`config.mk`:
```
export PLATFORM = sky130hd
export DESIGN_NAME = toggle_rx
export DESIGN_NICKNAME = d
export VERILOG_FILES = /design/src/rtl/toggle_rx_pkg.sv /design/src/rtl/toggle_decode.sv /design/src/rtl/toggle_rx.sv
export SDC_FILE = /design/constraint.sdc
export NUM_CORES = 1
export LEC_CHECK = 0
export CAP_MARGIN = 25
export CORE_MARGIN = 1.5
export CORE_UTILIZATION = 60
export DETAILED_ROUTE_END_ITERATION = 12
export GPL_TIMING_DRIVEN = 0
export PLACE_DENSITY = 0.87
export SYNTH_ARGS = -nofsm -noshare
export SYNTH_HDL_FRONTEND = slang
export SYNTH_SLANG_ARGS = --single-unit
```
`constraint.sdc`:
```
create_clock -name clk -period 6 [get_ports clk]
set_input_delay 1.2 -clock clk [delete_from_list [all_inputs] [get_ports clk]]
set_output_delay 1.2 -clock clk [all_outputs]
set_load 0.02 [all_outputs]
```
`src/rtl/toggle_rx_pkg.sv`:
```
// Shared types and constants for the toggle-encoded serial receiver.
// TOGGLE_RX_PARITY_EN adds a trailing even-parity slot to every data byte.
package toggle_rx_pkg;

  typedef enum logic {
    HUNT = 1'b0,
    DATA = 1'b1
  } state_e;

  localparam int BYTE_W = 8;
  localparam logic [BYTE_W-1:0] SYNC_DEFAULT = 8'hA5;

`ifdef TOGGLE_RX_PARITY_EN
  localparam int BIT_SLOTS = 9;
`else
  localparam int BIT_SLOTS = 8;
`endif

  localparam int CNT_W = 4;

endpackage

```
`src/rtl/toggle_decode.sv`:
```
// Toggle decoder: a line transition is a 1, no transition is a 0.
// prev_line only advances on sample strobes and is cleared only by reset.
module toggle_decode (
  input  logic clk,
  input  logic rst_n,
  input  logic bit_en,
  input  logic line_in,
  output logic d,
  output logic d_valid
);

  logic prev_line_q;
  logic prev_line_d;

  always_comb begin
    prev_line_d = prev_line_q;
    if (bit_en) begin
      prev_line_d = line_in;
    end
  end

  always_ff @(posedge clk) begin
    if (!rst_n) begin
      prev_line_q <= 1'b0;
    end else begin
      prev_line_q <= prev_line_d;
    end
  end

  assign d       = line_in ^ prev_line_q;
  assign d_valid = bit_en;

endmodule

```
`src/rtl/toggle_rx.sv`:
```
// Toggle-line receiver: hunts for SYNC_WORD, then deserialises FRAME_LEN bytes.
// Build option TOGGLE_RX_PARITY_EN: 9 slots per byte, last slot is even parity.
//
// state | meaning
// HUNT  | shifting decoded bits into the sync window, waiting for SYNC_WORD
// DATA  | assembling payload bytes until FRAME_LEN have been delivered
module toggle_rx
  import toggle_rx_pkg::*;
#(
  parameter logic [BYTE_W-1:0] SYNC_WORD = SYNC_DEFAULT,
  parameter int                FRAME_LEN = 4
) (
  input  logic              clk,
  input  logic              rst_n,
  input  logic              bit_en,
  input  logic              line_in,
  output logic [BYTE_W-1:0] data_out,
  output logic              data_valid,
  output logic              in_frame,
  output logic              frame_done,
  output logic              parity_err
);

  // The newest decoded bit completes both the window and the byte, so only
  // the older bits need storage.
  localparam int SHREG_W = BIT_SLOTS - 1;

  logic d;
  logic d_valid;

  state_e              state_q,      state_d;
  logic [BYTE_W-2:0]   window_q,     window_d;
  logic [SHREG_W-1:0]  shreg_q,      shreg_d;
  logic [CNT_W-1:0]    bit_cnt_q,    bit_cnt_d;
  logic [7:0]          bytes_left_q, bytes_left_d;
  logic [BYTE_W-1:0]   data_out_q,   data_out_d;
  logic                data_valid_q, data_valid_d;
  logic                frame_done_q, frame_done_d;
  logic                parity_err_q, parity_err_d;
  logic                byte_done;

  toggle_decode u_decode (
    .clk     (clk),
    .rst_n   (rst_n),
    .bit_en  (bit_en),
    .line_in (line_in),
    .d       (d),
    .d_valid (d_valid)
  );

  always_comb begin
    state_d      = state_q;
    window_d     = window_q;
    shreg_d      = shreg_q;
    bit_cnt_d    = bit_cnt_q;
    bytes_left_d = bytes_left_q;
    data_out_d   = data_out_q;
    data_valid_d = 1'b0;
    frame_done_d = 1'b0;
    parity_err_d = 1'b0;
    byte_done    = 1'b0;

    if (d_valid) begin
      case (state_q)
        HUNT: begin
          window_d = {window_q[BYTE_W-3:0], d};
          if ({window_q, d} == SYNC_WORD) begin
            state_d      = DATA;
            window_d     = '0;
            shreg_d      = '0;
            bit_cnt_d    = CNT_W'(BIT_SLOTS - 1);
            bytes_left_d = 8'(FRAME_LEN - 1);
          end
        end
        DATA: begin
          if (bit_cnt_q == '0) begin
            byte_done = 1'b1;
`ifdef TOGGLE_RX_PARITY_EN
            data_out_d   = shreg_q;
            parity_err_d = ^{shreg_q, d};
`else
            data_out_d   = {shreg_q, d};
`endif
          end else begin
            shreg_d   = {shreg_q[SHREG_W-2:0], d};
            bit_cnt_d = bit_cnt_q - CNT_W'(1);
          end
        end
        default: state_d = HUNT;
      endcase
    end

    if (byte_done) begin
      data_valid_d = 1'b1;
      shreg_d      = '0;
      bit_cnt_d    = CNT_W'(BIT_SLOTS - 1);
      if (bytes_left_q == 8'd0) begin
        frame_done_d = 1'b1;
        state_d      = HUNT;
        window_d     = '0;
      end else begin
        bytes_left_d = bytes_left_q - 8'd1;
      end
    end
  end

  always_ff @(posedge clk) begin
    if (!rst_n) begin
      state_q      <= HUNT;
      window_q     <= '0;
      shreg_q      <= '0;
      bit_cnt_q    <= '0;
      bytes_left_q <= '0;
      data_out_q   <= '0;
      data_valid_q <= 1'b0;
      frame_done_q <= 1'b0;
      parity_err_q <= 1'b0;
    end else begin
      state_q      <= state_d;
      window_q     <= window_d;
      shreg_q      <= shreg_d;
      bit_cnt_q    <= bit_cnt_d;
      bytes_left_q <= bytes_left_d;
      data_out_q   <= data_out_d;
      data_valid_q <= data_valid_d;
      frame_done_q <= frame_done_d;
      parity_err_q <= parity_err_d;
    end
  end

  assign data_out   = data_out_q;
  assign data_valid = data_valid_q;
  assign frame_done = frame_done_q;
  assign in_frame   = (state_q == DATA);
`ifdef TOGGLE_RX_PARITY_EN
  assign parity_err = parity_err_q;
`else
  assign parity_err = 1'b0;
`endif

endmodule

```
== Word-level counts from Yosys, hierarchy flattened ==
Index checks and enable logic that the tools add are counted.
Widths: inputs -> output; s select.
Storage, ports and cells
  flip-flop bits (word level): 38
  logic and storage cells: 56
Operators by class
  $add $sub $neg: 2
  equality and inequality tests: 5
  mux-type cells: 28
  bitwise operators: 3
  reductions and logical operators: 8
Operator list (count)
  $mux 7: 7
  $mux 8: 5
  $pmux 7 s2: 1
  $mux 1: 10
  $reduce_and 3->1: 3
  $eq 8x8->1 const B: 1
  $logic_not 8->1: 1
  $mux 4: 2
  $pmux 4 s2: 1
  $sub 8x1->8 const B: 1
  $mux 3: 2
  $ne 3x3->1 const B: 2
  $logic_not 4->1: 1
  $ne 2x2->1 const B: 2
  $sub 4x1->4 const B: 1
  $not 1->1: 2
  $reduce_and 2->1: 1
  $reduce_bool 2->1: 1
  $reduce_or 2->1: 1
  $xor 1x1->1: 1

== Longest topological paths before layout ==
  word-level depth: 7
  gate-level depth with buffers: 8
  mapped depth without buffers: 6

== By module ==
Synthesis repeated with hierarchy kept, for this count alone.
Second synthesis, totals
  cells, all modules: 196
  area, all modules: 1696.6 um^2
By module, submodules not included
  toggle_rx: instances 1, cells each 191, area an instance 1644.1 um^2
  toggle_decode: instances 1, cells each 5, area an instance 52.6 um^2

== Worst setup path after synthesis ==
Ideal clock, no wire load.
  kind: input port to flip-flop
  start point: input port bit_en
  end point: register shreg_q[6]
  setup time: 0.117 ns
  data arrival time: 2.310 ns
  data required time: 5.883 ns
  setup slack: 3.574 ns
  stages on the path: 6
  path buffers: 2
  cells stage by stage: buf_2 > nand2_1 > or2_1 > and3_1 > buf_2 > a22o_1
Between the ends
  longest elaborated chain between the ends: 2
RTL lines
  start, declared: RTL line toggle_rx.sv:15  | input logic bit_en,
  $mux 1: RTL line toggle_rx.sv:63  | if (d_valid) begin
  $reduce_or 2->1 (no source line)
  end signal, assigned: RTL line toggle_rx.sv:121  | shreg_q <= shreg_d;
  end, declared: RTL line toggle_rx.sv:33  | logic [SHREG_W-1:0] shreg_q, shreg_d;
Parallel ways exist; a longest one is shown, timed or not.
A chain may end at the register's enable or synchronous reset.

== Worst setup path after layout ==
  start point: input port bit_en
  end point: register bytes_left_q[7]
Between the ends
  longest elaborated chain between the ends: 3
RTL lines
  $mux 8: RTL line toggle_rx.sv:63
  $mux 8: RTL line toggle_rx.sv:97  | if (bytes_left_q == 8'd0) begin
  $mux 8 (*): RTL line toggle_rx.sv:93  | if (byte_done) begin
  end signal, assigned: RTL line toggle_rx.sv:123  | bytes_left_q <= bytes_left_d;
  end, declared: RTL line toggle_rx.sv:35  | logic [7:0] bytes_left_q, bytes_left_d;
Every way passes the cells marked *; elsewhere a longest branch is shown, timed or not.

==> results.cfg <==
[clock_network]
cts_tree = yes
hold_buffers = 0
clockBufferDepth = 2
clock_tree.htree_level_count = 2
cts_resized = 0
clock-root-buffer = clkbuf_4
clkTransAtPathRegs_ns = 0.11
postCtsSetupBuffers = 0
cts_sinks = 38
insertion_delay_ns = 0.35
numCtsBuffers = 5

[synthesis]
synth_xor_area_share_pct = 1.007
synth_top_family_by_area = simple AND/OR/NAND/NOR gates
syn_avg_cell_area_um2 = 9.058
synth_area_mm2 = 0.001739
ys.flop_type = dfxtp_1
synth_edf_count = 0
synthAdderAreaFrac_pct = 1.439
synth.net_count = 198
ys_warn_count = 0
synth_compound_area_share_pct = 23.38
yosys.area.top_type_share_pct = 43.74
seq_area_frac_synth_pct = 43.74
synth_mux_area_share_pct = 1.151
synth_cells = 192
synth-simple-area-share_pct = 23.88
synth_top_area_cell = dfxtp_1
ys_ff_latch = 38
synth_async_sr_flop_share_pct = 0
synthTopCellsByArea = dfxtp_1, nand2_1, a21oi_1
yosys-top-cells-count = dfxtp_1, nand2_1, a21oi_1
synth_cell_type_count = 51

[global_routing]
grt_usage_pct = 23.64
grt_pass1_wl_um = 5906
gr-total-overflow = 0
antenna_found_initial = 0
grt_pass1_vias = 1400
grt_max_degree = 12

[floorplanning]
die_w_um = 56.84
die_area_mm2 = 0.003231
start_util_pct = 63.07
design.core.area_mm2 = 0.002758
die_h_um = 56.84
rows = 19
io_pins = 16

[detailed_routing]
wl_per_cell_um = 14.80
ant_nets = 0
drc = 0
vias_per_cell = 6.090
via_count = 1492
totalWireLength_um = 3625
first_iter_violations = 49
drt_first_pass_iters = 4

[layout]
num_antenna_cells = 0
final_cell_area_mm2 = 0.001993
post-route-util_pct = 72.28
syn_to_final_growth_pct = 14.60
nets = 219
drive_above_1_share_pct = 9.346

[worst_hold_path]
min_from = data_out[2]
hold_class = flip-flop to flip-flop
hold_end = data_out[2]
min_path_cells = 2

[critical_path]
r2r-start = bit_cnt_q[0]
rr_worst_depth = 7
arrival_ns = 3.12
crit_required_ns = 6.28
cp-end-kind = flip-flop
timing.rr.end = bytes_left_q[7]
start_kind = input pin
path_class = input pin to flip-flop
cp-startpoint = bit_en
critPathMaxFanout = 10
reg2reg_setup_slack_ns = 3.91

[timing]
finalSetupViolations = 0
tightest_slew_ns = 0.6094
fin_ws_ns = 3.156
setup_tns_ns = 0
post-route-period-util_pct = 47.40
rsz0062_at_grt = no
slew_headroom_pct = 58.32
max_freq_mhz = 351.6
slew_viol_final = 0
hold_violations = 0
layout_min_cycle_time_ns = 2.844
finalClockSkew_ns = 0.003124

[pwr]
combPwrFrac_pct = 4.4
power_frac_seq_pct = 57.1
switching_power_w = 0.00009776
clkPwrFrac_pct = 38.5
power.internal_w = 0.0003485
vdd_drop_max_uv = 184.3
switching_share_pct = 21.91
power_leakage_nw = 0.7436
power.density_mw_per_mm2 = 223.9

[run_status]
status = finished, final reports clean

[place]
io_buffer_count = 14
detailed_place_hpwl_um = 2633
gp_congestion = 0.9071
post_dp_cell_area_mm2 = 0.001918
preCtsSetupSlack_ns = 2.885

[flow_run]
drv_cap = 0
worst max-delay path: stages:
cell and delay, ns:
clkdlybuf4s50_1 0.46, buf_2 0.22, nand2_1 0.26, a2111oi_0 0.63, a31oi_1 0.18, a31oi_1 0.17
kinds of logic after synthesis:
logic type	count (synthesis)
AOI/OAI and AO/OA	52
buffers and inverters	18
other	1
xor gates and xnor gates	2
muxes	2
DFF	38
and+or+nand+nor	77
adders and majority gates	2
layout make-up:
class / instances / area (µm²)
sequential: 38 / 760.7
fill: 199 / 764.5
timing repair buffer: 14 / 140.1
clock inverter: 1 / 30.03
buffer: 11 / 63.81
clock buffer: 7 / 45.04
multi-input combinational: 136 / 888.4
tap: 31 / 38.79
inverter: 7 / 26.28
power by group through the flow:
stage                     Clock (W)  Combinational, W  Sequential, W
after floorplan                   0         0.0000129       0.000260
after global placement            0         0.0000187       0.000260
after detailed placement          0         0.0000191       0.000260
after CTS                  0.000172         0.0000192       0.000255
after global routing       0.000182         0.0000210       0.000255
final                      0.000172         0.0000196       0.000255
per-stage QoR:
stage / hold WS, ns / instances / total power [W]
after floorplan: 0.4316 / 192 / 0.0002731
after global placement: 0.4411 / 237 / 0.0002791
after detailed placement: 0.4510 / 237 / 0.0002796
after CTS: 0.4660 / 245 / 0.0004460
after global routing: 0.4962 / 245 / 0.0004576
final: 0.4639 / 245 / 0.0004463
registers in the layout, indices dropped and copies added (netlist names):
signal / count
bit_cnt_q: 4
data_valid: 1
in_frame: 1
shreg_q: 7
window_q: 7
data_out: 8
frame_done: 1
bytes_left_q: 8
u_decode.prev_line_q: 1
routing by layer:
layer	GRT usage, %	wire (µm)	up-vias
li1	-	-	727
met2	39.70	1777	46
met1	27.62	1616	709
met4	10.63	63	0
met3	7.143	167	10
met5	0	0	-
worst max-delay path by stage:
stage / end / slack (ns) / cells past startpoint
after floorplan: shreg_q[6] / 3.57 / 6
after global placement: bytes_left_q[7] / 2.91 / 6
after detailed placement: bytes_left_q[7] / 2.89 / 6
after CTS: bytes_left_q[7] / 3.23 / 6
after global routing: bytes_left_q[7] / 3.05 / 6
final: bytes_left_q[7] / 3.16 / 6
cells in the final DEF (no fill, tap or decap), types with 2 or more instances in the layout:
master,count
o31ai_1,2
a2111oi_0,2
o211a_1,3
buf_2,3
nand3_1,4
dfxtp_1,38
ha_1,2
nand4b_1,3
nand2b_1,3
a2bb2oi_1,2
a21o_1,2
mux2i_1,2
o211ai_1,5
clkbuf_4,5
clkdlybuf4s50_1,14
a21oi_1,15
nor2b_1,4
nand2_1,38
inv_1,7
a22o_1,6
o21ai_0,3
buf_6,2
o21a_1,2
a31oi_1,2
or3b_1,2
nor2_1,10
clkbuf_1,6
Power figures use the tool's default switching activity.
